File: src/rtl/z_writeback_stage_pkg.sv
// z_writeback_stage_pkg: shared encodings and width defaults for the write-back stage
package z_writeback_stage_pkg;
  localparam int DEF_DATA_W = 32;
  localparam int DEF_REG_ADDR_W = 4;
  localparam logic [1:0] WB_SEL_GPR = 2'b00;
  localparam logic [1:0] WB_SEL_LO = 2'b01;
  localparam logic [1:0] WB_SEL_HI = 2'b10;
  typedef enum logic [1:0] {
    IDLE = 2'd0,
    BEAT_LO = 2'd1,
    BEAT_HI = 2'd2,
    BEAT_GPR = 2'd3
  } wb_state_t;
endpackage

File: src/rtl/z_writeback_stage_result_queue.sv
// z_writeback_stage_result_queue: DEPTH-entry FIFO exposing the head and the entry behind it
module z_writeback_stage_result_queue #(
  parameter int W = 8,
  parameter int DEPTH = 2
) (
  input  logic         clk,
  input  logic         rst,
  input  logic         push,
  input  logic         pop,
  input  logic [W-1:0] din,
  output logic         full,
  output logic         empty,
  output logic         multi,
  output logic [W-1:0] head,
  output logic [W-1:0] next_head
);
  localparam int AW = $clog2(DEPTH);
  localparam logic [AW:0] FULL_CNT = (AW+1)'(DEPTH);
  localparam logic [AW:0] ONE = (AW+1)'(1);
  logic [AW:0] wr_ptr, rd_ptr, rd_nxt, count;
  logic [W-1:0] mem [DEPTH];
  assign count = wr_ptr - rd_ptr;
  assign rd_nxt = rd_ptr + ONE;
  assign full = count == FULL_CNT;
  assign empty = count == '0;
  assign multi = count > ONE;
  assign head = mem[rd_ptr[AW-1:0]];
  assign next_head = mem[rd_nxt[AW-1:0]];
  always_ff @(posedge clk)
    if (rst) begin
      wr_ptr <= '0;
      rd_ptr <= '0;
    end else begin
      if (push) wr_ptr <= wr_ptr + ONE;
      if (pop) rd_ptr <= rd_nxt;
    end
  always_ff @(posedge clk)
    if (push) mem[wr_ptr[AW-1:0]] <= din;
endmodule

File: src/rtl/z_writeback_stage.sv
// z_writeback_stage: captures ALU results into the Z pair and retires them to GPR or LO/HI
module z_writeback_stage
  import z_writeback_stage_pkg::*;
#(
  parameter int DATA_W = DEF_DATA_W,
  parameter int DEPTH = 2,
  parameter int REG_ADDR_W = DEF_REG_ADDR_W
) (
  input  logic                  clock,
  input  logic                  clear,
  input  logic [2*DATA_W-1:0]   C,
  input  logic                  Zin,
  input  logic                  wide,
  input  logic [REG_ADDR_W-1:0] dest_addr,
  output logic                  z_ready,
  output logic [DATA_W-1:0]     ZLow_out,
  output logic [DATA_W-1:0]     ZHigh_out,
  output logic                  wb_valid,
  input  logic                  wb_ready,
  output logic [1:0]            wb_sel,
  output logic [REG_ADDR_W-1:0] wb_addr,
  output logic [DATA_W-1:0]     wb_data
);
  localparam int EW = 2*DATA_W + 1 + REG_ADDR_W;
  wb_state_t state;
  logic full, empty, multi, push, pop, more, go_load, go_idle, src_wide;
  logic [EW-1:0] din, head, next_head, src;
  logic [DATA_W-1:0] hi_q;
  assign din = {C, wide, dest_addr};
  assign push = Zin && !full;
  assign pop = wb_valid && wb_ready && (state == BEAT_GPR || state == BEAT_HI);
  assign more = multi || push;
  assign go_load = state == IDLE ? !empty : pop && more;
  assign go_idle = pop && !more;
  assign z_ready = !full;
  // after a pop the next beat comes from the entry behind the head, or straight from C when that entry is being pushed now
  assign src = state == IDLE ? head : multi ? next_head : din;
  assign src_wide = src[REG_ADDR_W];
  z_writeback_stage_result_queue #(.W(EW), .DEPTH(DEPTH)) u_result_queue (
    .clk(clock),
    .rst(clear),
    .push(push),
    .pop(pop),
    .din(din),
    .full(full),
    .empty(empty),
    .multi(multi),
    .head(head),
    .next_head(next_head)
  );
  always_ff @(posedge clock)
    if (clear) begin
      state <= IDLE;
      wb_valid <= 1'b0;
      wb_sel <= WB_SEL_GPR;
      wb_addr <= '0;
      wb_data <= '0;
      hi_q <= '0;
      ZLow_out <= '0;
      ZHigh_out <= '0;
    end else begin
      if (push) begin
        ZHigh_out <= C[2*DATA_W-1:DATA_W];
        ZLow_out <= C[DATA_W-1:0];
      end
      if (go_load) begin
        state <= src_wide ? BEAT_LO : BEAT_GPR;
        wb_valid <= 1'b1;
        wb_sel <= src_wide ? WB_SEL_LO : WB_SEL_GPR;
        wb_addr <= src_wide ? '0 : src[REG_ADDR_W-1:0];
        wb_data <= src[REG_ADDR_W+1 +: DATA_W];
        hi_q <= src[EW-1 -: DATA_W];
      end else if (state == BEAT_LO && wb_ready) begin
        state <= BEAT_HI;
        wb_sel <= WB_SEL_HI;
        wb_data <= hi_q;
      end else if (go_idle) begin
        state <= IDLE;
        wb_valid <= 1'b0;
        wb_sel <= WB_SEL_GPR;
        wb_addr <= '0;
        wb_data <= '0;
      end
    end
endmodule

File: config.mk
export PLATFORM = sky130hd
export DESIGN_NAME = z_writeback_stage
export DESIGN_NICKNAME = d
export VERILOG_FILES = /design/src/rtl/z_writeback_stage_pkg.sv /design/src/rtl/z_writeback_stage_result_queue.sv /design/src/rtl/z_writeback_stage.sv
export SDC_FILE = /design/constraint.sdc
export NUM_CORES = 1
export LEC_CHECK = 0
export ABC_AREA = 1
export CAP_MARGIN = 30
export CORE_MARGIN = 4
export CORE_UTILIZATION = 55
export CTS_CLUSTER_SIZE = 14
export DETAILED_ROUTE_END_ITERATION = 10
export GPL_ROUTABILITY_DRIVEN = 0
export HOLD_SLACK_MARGIN = 0.03
export PLACE_DENSITY = 0.8
export RECOVER_POWER = 25
export SETUP_SLACK_MARGIN = 0.05
export SLEW_MARGIN = 5
export SYNTH_ARGS = -nofsm -noshare
export SYNTH_HDL_FRONTEND = slang
export SYNTH_HIERARCHICAL = 1
export SYNTH_SLANG_ARGS = --single-unit
File: constraint.sdc
create_clock -name clock -period 6.4 [get_ports clock]
set_clock_uncertainty 0.1 [all_clocks]
set_input_delay 1.28 -clock clock [delete_from_list [all_inputs] [get_ports clock]]
set_output_delay 1.28 -clock clock [all_outputs]
set_load 0.03 [all_outputs]
Word-level counts from Yosys, hierarchy flattened
Memory sizes are Yosys's and may differ from the RTL's. A register that Yosys moved wholly into a read port is not among the register bits. Cells that the tools add are included.

Flip-flop bits (word level): 141. Bits of input ports: 73. Word-level logic and storage cells: 59. Memories kept: 1. RAM bits: 138. Output and inout bits: 104.

Memories: u_result_queue.mem (words 2, width 69, rd ports 2, clocked after memory_dff 1, wr ports 1, RTL line z_writeback_stage_result_queue.sv:21) `logic [W-1:0] mem [DEPTH];`.

Add/subtract/negate cells: 3. Eq/ne operators: 5. Muxes and demuxes: 23. Magnitude comparators: 1. Reduce and logical (&&, ||, !) cells: 16.

Operators with widths (number): 69-bit 2-to-1 mux (2); 32-bit 2-to-1 mux (3); 4-bit 2-to-1 mux (4); 2-bit 2-to-1 mux (5); 1-bit 2-to-1 mux (9); 2-bit == test, second input constant (3); 1-bit logical AND (6); 2-bit by 1-bit adder with 2-bit output, second input constant (2); 2-bit zero test (2); 1-bit zero test (3); 3-bit nonzero test (1); 2-bit by 1-bit == test with 1-bit output, second input constant (1); 2-bit by 1-bit greater-than comparator with 1-bit output, second input constant (1); 1-bit logical OR (2); 2-bit != test, second input constant (1); 2-bit AND reduction (1); 2-bit nonzero test (1); 2-bit subtractor (1).

Logic depth before layout (Yosys ltp)
Gate-level depths: netlist of run 1.

Word-level depth: 10. Gate-level depth with buffers: 16. Mapped depth without buffers: 15.

Hierarchy
The synthesis of run 1 kept the hierarchy.

By module, submodules not included: z_writeback_stage (cells an instance 1116, times used 1, sequential area each 2742.6 um2, area an instance 6870.3 um2); z_writeback_stage_result_queue (cells an instance 551, times used 1, sequential area each 4244.1 um2, area an instance 6114.6 um2).

Worst setup path after synthesis of run 1
No wires, ideal clock.

Kind: input to register. Start point: in Zin. End point: mem u_result_queue/mem[0][0] in the netlist's numbering, enable pin. Data arrival time: 4.784 ns. Slack: 1.020 ns. Stages: 5. Data required time: 5.804 ns. Setup time: 0.496 ns. Buffers on the path: 1. Cell sequence: nand2_1 -> inv_2 -> clkbuf_1 -> inv_1 -> nor2_1.

Cells in the longest elaborated chain, start to end: 3.

Ends and longest elaborated chain: start, declared (RTL line z_writeback_stage.sv:12) `input logic Zin,`; 1-bit logical AND (RTL line z_writeback_stage.sv:30) `assign push = Zin && !full;`; named net push (RTL line z_writeback_stage.sv:26) `logic full, empty, multi, push, pop, more, go_load, go_idle, src_wide;`; 1-bit 2-to-1 mux (RTL line z_writeback_stage_result_queue.sv:38) `if (push) mem[wr_ptr[AW-1:0]] <= din;`; 1-bit 2-to-1 mux (implied by the code) (RTL line z_writeback_stage_result_queue.sv:38); end, declared (RTL line z_writeback_stage_result_queue.sv:21).

The timed path passes the listed nets, and every way through them passes these cells.

Worst setup path after layout of run 1
Start point: reg u_result_queue.rd_ptr[0]. End point: out z_ready.

Cells in the longest elaborated chain, start to end: 3.

Ends and longest elaborated chain: start, declared (RTL line z_writeback_stage_result_queue.sv:20) `logic [AW:0] wr_ptr, rd_ptr, rd_nxt, count;`; start signal, assigned (RTL line z_writeback_stage_result_queue.sv:35) `if (pop) rd_ptr <= rd_nxt;`; 2-bit subtractor (RTL line z_writeback_stage_result_queue.sv:22) `assign count = wr_ptr - rd_ptr;`; 2-bit == test (RTL line z_writeback_stage_result_queue.sv:24) `assign full = count == FULL_CNT;`; named net full (RTL line z_writeback_stage.sv:26); 1-bit zero test (RTL line z_writeback_stage.sv:35) `assign z_ready = !full;`; end, declared (RTL line z_writeback_stage.sv:15) `output logic z_ready,`.

The timed path passes the listed nets, and every way through them passes these cells.

==> results of run 1 <==
==> worst max-delay path by stage <==
stage                               endpoint  slack (ps)
global route                        hi_q[19]        2280
floorplan           u_result_queue/mem[0][0]        1020
global placement               ZHigh_out[10]        2670
detailed placement              ZHigh_out[6]        2600
finish                               z_ready        2610
CTS                                  z_ready        2600
==> layout make-up <==
class / instances / area (um2)
clock buffers: 38 / 779
clock inverters: 15 / 150
fillers: 1829 / 7210
inverters: 146 / 548
multi-input cells: 1132 / 4860
flip-flops and latches: 280 / 6990
well taps: 313 / 392
repair buffers: 194 / 1980
==> metal layers <==
layer  vias up  track usage (%)  wire, um
li1       5590                -         -
met1      5208             35.0     14100
met2       549             40.8     15400
met3        95             5.10      3550
met4         0             11.6      1670
met5         -                0         0
==> Yosys cell counts <==
cell type / number
a21oi_1: 114
inv_2: 5
buf_12: 1
nand2_2: 3
nand2_1: 493
nor2_1: 254
buf_8: 1
nand3_2: 1
or2_2: 7
o21ai_0: 137
edfxtp_1: 138
buf_1: 3
nand4_1: 12
nand3_1: 83
o211ai_1: 25
buf_2: 33
buf_6: 14
ha_1: 1
dfxtp_1: 142
clkbuf_1: 48
nor2_2: 1
buf_4: 7
inv_1: 141
a21oi_2: 1
clkbuf_2: 2
==> flip-flops by register name (all words and copies together) (netlist names), 2 cells and up, named ones only <==
register	count
ZHigh_out	32
ZLow_out	32
hi_q	32
state	2
u_result_queue/mem	138
u_result_queue/rd_ptr	2
u_result_queue/wr_ptr	2
wb_addr	4
wb_data	32
wb_sel	2
==> power by group through the flow <==
stage	clock network (uW)	registers [uW]	logic, uW
finish	1650	2270	1550
global route	1750	2290	1710
CTS	1680	2260	1540
detailed placement	0	2300	1530
global placement	0	2300	1500
floorplan	0	2450	850
==> worst min-delay path: cells and delay by family (launching register included) <==
| family | cells | cell delay, ps |
|---|---|---|
| and+or+nand+nor | 2 | 120 |
| DFF | 1 | 320 |
==> through the flow <==
| stage | cells | setup slack, ps |
|---|---|---|
| floorplan | 1667 | 1020 |
| global placement | 2061 | 2670 |
| detailed placement | 2061 | 2600 |
| CTS | 2114 | 2600 |
| global route | 2118 | 2280 |
| finish | 2118 | 2610 |
==> kinds of logic (layout without fill, tap and decap cells) <==
kind of cell	Yosys count	after routing	share of synthesized area, %
flops	280	280	53.8
compound gates	277	277	11.2
buf+inv	255	393	8.93
fa+ha+maj	1	1	0.0963
simple gates	854	854	26.0
==> results.ini, run 1 <==
[critical_path]
max_stage_delay_ps=620
cp.required_ps=5020
worstPathMaxFanout=46
critPathKind=reg2out
reg2reg_to=hi_q[29]
critical_path_buffers_and_inverters=3
slowest_library_cell_on_the_worst_path=dfxtp_4
reg2reg_slack_ps=2640
cp_top_family=buffers and inverters
cp-startpoint=u_result_queue/rd_ptr[0]
endpoint_kind=primary output
r2r_cells=12
timing.critical_path.cells=ha_1, inv_1, nand2_1, nand2_1, nor2_1, inv_1, clkdlybuf4s50_1
path_depth=7
cp_data_arrival_time_ps=2410
reg2reg_from=u_result_queue/rd_ptr[0]
kind_of_start_point_of_the_critical_path=flip-flop

[clocking]
cts_max_level=1
cts_num_sinks=280
post_cts.repair.setup_buffers=0
worst_skew_pair.late_latency_ps=540
cts_resized=0
cts-buffers-inserted=29
clk_pin_slew_worst_paths_ps=60
tritoncts_clock_tree=done
cts_hold_repair.buffers=0
clock_tree.buffer_depth=3
clock-root-buffer=clkbuf_16

[floorplanning]
i_o_pin_count=177
die_area_um2=26100
chipWidth_um=162
start_util_pct=56.7
placeableCoreArea_um2=22900
die_h_um=162
fp-row-count=55

[drt]
route.vias.total=11442
final_antenna_net_count=0
finalWirelength_um=34700
drt_first_iter_violations=1122
detail_route.drc_violations=0
drt_pre_antenna_iters=6
via_per_inst=5.40
detail_route.wl_per_cell_um=16.4

[final_layout]
layout.core_utilization_pct=68.5
final_net_count=1857
area_growth_from_synthesis_to_final_layout_pct=20.9
mostFrequentLayoutCell=nand2_1
drive_gt1_share_pct=4.65
most-common-layout-cells=492 x nand2_1, 253 x nor2_1, 140 x dfxtp_1
postLayoutCellArea_um2=15700
antennaDiodeCount=0

[global_route]
maximum_number_of_pins_on_one_net_before_global_route_repair=107
grt_antenna_before_repair=0
number_of_global_route_vias_before_repair=10661
first_pass_grt_wire_length_um=55200
gr-usage-all-layers_pct=25.9
globalRoute.totalOverflow=0

[min_path]
timing.hold.worst.start=ZLow_out[11]
whs_path_depth=2
holdPathEnd=ZLow_out[11]
hold_path.class=reg2reg

[timing]
timing.fmax_mhz=264
timing.setup.tns_ps=0
finalSetupViolCount=0
grt_setup_unrepaired=false
period_share_pct=59.3
worst_hold_slack_after_final_layout_ps=376
max_slew.worst_pin.slew_ps=959
hold_violations=0
timing.final.max_slew_violations=0
final.min_clock_period_ps=3790
slew_headroom_pct=36.1

[synthesis]
netlist.top_cell.by_area=edfxtp_1
seq_area_frac_synth_pct=53.8
postSynthNetCount=1741
synthesis.area_um2=13000
ys_types=25
netlist_instances=1667
syn_area_per_cell_um2=7.79
yosys_warnings=6
ys_ff_latch=280
synthTopCellsByArea=edfxtp_1 32%, dfxtp_1 22%, nand2_1 14%
yosysTopAreaCellShare_pct=31.9

[power]
clock_network_fraction_of_design_power_pct=30.2
power.switching_uw=1860
fin_total_pwr_uw=5470
cellLeakagePower_uw=0.00677
p_int_uw=3610
max-vdd-ir-drop_mv=0.193
pwr_density_cell_nw_per_um2=348
power.share.switching_pct=34.0
comb_power_share_pct=28.4
power_frac_seq_pct=41.5

[placement]
post_dp_cell_area_um2=14700
post-dp-hpwl_um=22000
port_buffers=176

[status]
outcome=complete, no violations

[flow_run]
max_cap_violations=0

No activity file was read; power rests on OpenSTA's default activity.
==> inputs of run 2 (changes only) <==
==> constraint.sdc (replaced) <==
create_clock -name clock -period 3.84 [get_ports clock]
set_clock_uncertainty 0.1 [all_clocks]
set_input_delay 0.768 -clock clock [delete_from_list [all_inputs] [get_ports clock]]
set_output_delay 0.768 -clock clock [all_outputs]
set_load 0.03 [all_outputs]
==> run 2 against run 1 <==
  * Register-to-register slack got worse by 1800 ps
  * Clock power is 75% higher
  * Design area is 0.24% higher
  * Cell count up 0.14%
  * Sequential share of layout area decreased by 0.11 points
  * Total power is 69% higher
  * Critical endpoint unchanged
  * Die area did not move
==> results.ini, run 2 (synthesized netlist as in run 1, its figures left out) <==
[drt]
detail_route.drc_violations=0
finalWirelength_um=35400
drt_pre_antenna_iters=5
route.vias.total=11584
drt_first_iter_violations=1042
final_antenna_net_count=0
detail_route.wl_per_cell_um=16.7
via_per_inst=5.46

[critical_path]
critPathKind=reg2out
kind_of_start_point_of_the_critical_path=flip-flop
endpoint_kind=primary output
worstPathMaxFanout=44
cp.required_ps=2970
cp_data_arrival_time_ps=2420

[timing]
slew_headroom_pct=37.0
timing.fmax_mhz=304
timing.setup.tns_ps=0
final.min_clock_period_ps=3290
period_share_pct=85.7
max_slew.worst_pin.slew_ps=946
finalSetupViolCount=0
grt_setup_unrepaired=false
hold_violations=0
timing.final.max_slew_violations=0

[flow_run]
max_cap_violations=0

[floorplanning]
fp-row-count=55
chipWidth_um=162
start_util_pct=56.7
die_h_um=162
placeableCoreArea_um2=22900
die_area_um2=26100
i_o_pin_count=177

[clocking]
cts_hold_repair.buffers=0
cts_resized=0
cts-buffers-inserted=30
cts_num_sinks=280
worst_skew_pair.late_latency_ps=550
cts_max_level=1
clock-root-buffer=clkbuf_16
clock_tree.buffer_depth=3
post_cts.repair.setup_buffers=0
clk_pin_slew_worst_paths_ps=60
tritoncts_clock_tree=done

[power]
cellLeakagePower_uw=0.00679
max-vdd-ir-drop_mv=0.396
pwr_density_cell_nw_per_um2=588

[final_layout]
most-common-layout-cells=492 x nand2_1, 253 x nor2_1, 140 x dfxtp_1
drive_gt1_share_pct=4.70
largest_reg_flops=138
antennaDiodeCount=0
final_net_count=1859
area_growth_from_synthesis_to_final_layout_pct=21.2
mostFrequentLayoutCell=nand2_1
layout.core_utilization_pct=68.7

[global_route]
number_of_global_route_vias_before_repair=10949
gr-usage-all-layers_pct=26.5
globalRoute.totalOverflow=0
maximum_number_of_pins_on_one_net_before_global_route_repair=101
grt_antenna_before_repair=1
first_pass_grt_wire_length_um=56700

[placement]
port_buffers=176
post-dp-hpwl_um=22500

[status]
outcome=complete, no violations

[min_path]
hold_path.class=reg2reg

run 2: changes by cell type in the layout (fill, tap and decap cells not counted), moves of 2 or more:
cell / before / now
clkbuf_16: 29 / 31
buf_16: 3 / 1
clkbuf_1: 7 / 5
clkinv_1: 4 / 8
buf_4: 13 / 15
clkinv_2: 6 / 3
run 2: per-layer routing:
layer	up-vias	share of wire (%)	wire length (um)	global-route usage, %
met4	2	3.1	1090	8.88
met5	-	0.031	11	0
met1	5382	40	14300	34.7
li1	5604	-	-	-
met2	527	47	16700	44.2
met3	69	9.2	3280	5.66
run 2: area by class of cell:
class                           instances  area [um2]
Fill cell                            1817        7170
Sequential cell                       280        6990
Multi-Input combinational cell       1132        4860
Timing Repair Buffer                  195        1960
Clock buffer                           39         836
Inverter                              146         548
Tap cell                              313         392
Clock inverter                         16         151
run 2: final timing paths:
| check | slack (ps) | end | from | cells after the start |
|---|---|---|---|---|
| worst min register to register | 370 | wb_addr[1] | wb_addr[1] | 2 |
| worst min-delay path | 370 | wb_addr[1] | wb_addr[1] | 2 |
| worst max-delay path | 550 | z_ready | u_result_queue/rd_ptr[0] | 7 |
| worst max register to register | 820 | wb_data[7] | u_result_queue/rd_ptr[0] | 13 |
run 2: report_power, final:
| group | switching, uW | internal (uW) |
|---|---|---|
| Combinational | 1740 | 863 |
| Clock | 1160 | 1720 |
| Sequential | 251 | 3530 |
run 2: stage by stage:
stage	hold WS (ps)	power, uW	setup slack (ps)	cells	cell area [um2]
after floorplan	355	5490	167	1667	13000
after global placement	355	6360	892	2065	14700
after detailed placement	363	6410	836	2065	14700
after CTS	372	9280	514	2120	15700
after global routing	401	9730	448	2121	15700
final	372	9260	551	2121	15700
run 2: worst max-delay path, stage by stage, from the launching register on:
cell             delay [ps]
dfxtp_4                 620
ha_1                    280
inv_1                    70
nand2_1                  60
nand2_1                  40
nor2_1                  110
inv_1                    70
clkdlybuf4s50_1         590
==> inputs of run 3 (changes only) <==
--- a/config.mk
+++ b/config.mk
@@ -8,12 +8,12 @@
 export ABC_AREA = 1
 export CAP_MARGIN = 30
 export CORE_MARGIN = 4
-export CORE_UTILIZATION = 55
+export CORE_UTILIZATION = 50
 export CTS_CLUSTER_SIZE = 14
 export DETAILED_ROUTE_END_ITERATION = 10
 export GPL_ROUTABILITY_DRIVEN = 0
 export HOLD_SLACK_MARGIN = 0.03
-export PLACE_DENSITY = 0.8
+export PLACE_DENSITY = 0.77
 export RECOVER_POWER = 25
 export SETUP_SLACK_MARGIN = 0.05
 export SLEW_MARGIN = 5
==> constraint.sdc (replaced) <==
create_clock -name clock -period 2.9 [get_ports clock]
set_clock_uncertainty 0.1 [all_clocks]
set_input_delay 0.58 -clock clock [delete_from_list [all_inputs] [get_ports clock]]
set_output_delay 0.58 -clock clock [all_outputs]
set_load 0.03 [all_outputs]
==> run 3 against run 2 <==
  * Global-route usage decreased by 2.3 points
  * Hold slack better by 7.8 ps
  * Sequential share of layout area is 0.63 points lower
  * Utilization shrank 5.8 points
  * Die area increased by 9.5%
  * Sequential power grew 33%
  * Wire length is 0.30% lower
  * Cell count up 1.4%
  * Combinational power up 35%
  * Largest cell class unchanged
  * Largest power group unchanged
==> results.ini, run 3 (synthesized netlist as in run 1, its figures left out) <==
[status]
outcome=complete, no violations

[floorplanning]
die_h_um=169
die_area_um2=28600
chipWidth_um=169
placeableCoreArea_um2=25400
fp-row-count=58
start_util_pct=51.1
i_o_pin_count=177

[clocking]
cts_num_sinks=280
tritoncts_clock_tree=done
cts_max_level=1
worst_skew_pair.late_latency_ps=550
clk_pin_slew_worst_paths_ps=60
clock-root-buffer=clkbuf_16
clock_tree.buffer_depth=3
cts-buffers-inserted=31

[final_layout]
drive_gt1_share_pct=5.83
mostFrequentLayoutCell=nand2_1
register_area_um2=7000
postLayoutCellArea_um2=16000
most-common-layout-cells=490 x nand2_1, 253 x nor2_1, 139 x dfxtp_1
area_of_the_multi_input_gates_um2=4870
fill_cells=2164
final_net_count=1869
area_growth_from_synthesis_to_final_layout_pct=23.0
largest_reg_flops=138

[timing]
timing.setup.tns_ps=0
grt_setup_unrepaired=false
slew_headroom_pct=59.5
period_share_pct=89.5
final.min_clock_period_ps=2600
timing.final.max_slew_violations=0
worst_hold_slack_after_final_layout_ps=380
max_slew.worst_pin.slew_ps=608
finalSetupViolCount=0
timing.fmax_mhz=385
hold_violations=0

[power]
max-vdd-ir-drop_mv=0.581
p_int_uw=8330
fin_total_pwr_uw=12500
clock_network_fraction_of_design_power_pct=32.1
comb_power_share_pct=27.9
power.switching_uw=4220
power_frac_seq_pct=40.0
power.share.switching_pct=33.6
cellLeakagePower_uw=0.00687
pwr_density_cell_nw_per_um2=786

[drt]
route.vias.total=11379
drt_first_iter_violations=1062
drt_pre_antenna_iters=5
detail_route.drc_violations=0
detail_route.wl_per_cell_um=16.4
finalWirelength_um=35300
via_per_inst=5.29
final_antenna_net_count=0

[global_route]
globalRouteMet3Util_pct=4.31
first_pass_grt_wire_length_um=56200
number_of_global_route_vias_before_repair=10641
globalRoute.totalOverflow=0
grt_antenna_before_repair=3
grt.busiest_layer=met2
globalRouteMet1Util_pct=32.4
maximum_number_of_pins_on_one_net_before_global_route_repair=143
grt.met2_usage_pct=39.5
gr-usage-all-layers_pct=24.2

[min_path]
whs_path_depth=2
timing.hold.worst.start=ZLow_out[28]
hold_path.class=reg2reg
holdPathEnd=ZLow_out[28]

[critical_path]
reg2reg_from=u_result_queue/wr_ptr[0]
kind_of_start_point_of_the_critical_path=flip-flop
timing.critical_path.cells=inv_1, ha_2, inv_1, nor2_1, inv_2, dlygate4sd2_1
cp_data_arrival_time_ps=1920
critPathKind=reg2out
worstPathMaxFanout=3
r2r_cells=11
reg2reg_slack_ps=490
cp.required_ps=2220
max_stage_delay_ps=370
endpoint_kind=primary output
critical-path-top-cell-by-count=inv_1
slowest_library_cell_on_the_worst_path=dfxtp_2
reg2reg_to=state[1]

[placement]
post-dp-hpwl_um=23200
port_buffers=176
post_dp_cell_area_um2=14900

[flow_run]
max_cap_violations=0

==> run 3: cell types whose count changed in the layout (fill, tap and decap cells not counted), sizes merged <==
cell	previous run	this run
buf	19	28
clkbuf	39	46
clkinv	12	5
clkdlybuf4s50	111	109
clkinvlp	1	3
diode	0	1
dlygate4sd2	0	1
dlygate4sd3	65	66
==> run 3: layer usage <==
metal  vias to the layer above  share of wire, %
met1                      5180                41
met2                       486                46
li1                       5618                 -
met3                        91               8.7
met4                         4               4.0
met5                         -             0.076
==> run 3: final cells by class <==
type                            instances  share of cell area, %
Multi-Input combinational cell       1132                   30.5
Inverter                              146                   3.47
Timing Repair Buffer                  204                   13.0
Clock inverter                         11                  0.893
Tap cell                              330                   2.59
Sequential cell                       280                   43.8
Antenna cell                            1                 0.0157
Clock buffer                           46                   5.79
==> run 3: power by group through the flow <==
| stage | Clock, uW | Sequential [uW] | Combinational [uW] |
|---|---|---|---|
| global placement | 0 | 5080 | 3440 |
| global route | 4260 | 5060 | 3850 |
| floorplan | 0 | 5390 | 1880 |
| finish | 4030 | 5020 | 3500 |
| detailed placement | 0 | 5090 | 3500 |
| CTS | 4080 | 5010 | 3520 |
==> run 3: through the flow <==
stage | worst slack, ps | util, % | cells
2_1_floorplan | 47.3 | - | 1667
3_3_place_gp | 504 | 58.7 | 2092
3_5_place_dp | 482 | 58.7 | 2092
4_1_cts | 291 | 62.9 | 2149
5_1_grt | 224 | 62.9 | 2150
6_report | 304 | 62.9 | 2150
==> run 3: how the worst max path moves through the flow <==
stage,start,slack (ps),cells past startpoint,to
2_1_floorplan,u_result_queue/wr_ptr[0],50,10,u_result_queue/mem[1][0]
3_3_place_gp,wb_ready,500,9,hi_q[14]
3_5_place_dp,wb_ready,480,9,hi_q[14]
4_1_cts,u_result_queue/wr_ptr[0],290,6,z_ready
5_1_grt,u_result_queue/wr_ptr[0],220,8,z_ready
6_report,u_result_queue/wr_ptr[0],300,6,z_ready
==> run 3: what timing repair did <==
item / in CTS / in global routing
hold buffers: 0 / 0
endpoints found under the setup margin: 1 / 0
resized for setup: 1 / 0
buffers inserted: 0 / 0
==> run 3: worst max-delay path: cells and delay by family (launching register included) <==
| kind | cells | cell delay [ps] |
|---|---|---|
| flops | 1 | 370 |
| fa+ha+maj | 1 | 300 |
| buf+inv | 4 | 540 |
| simple gates | 1 | 150 |
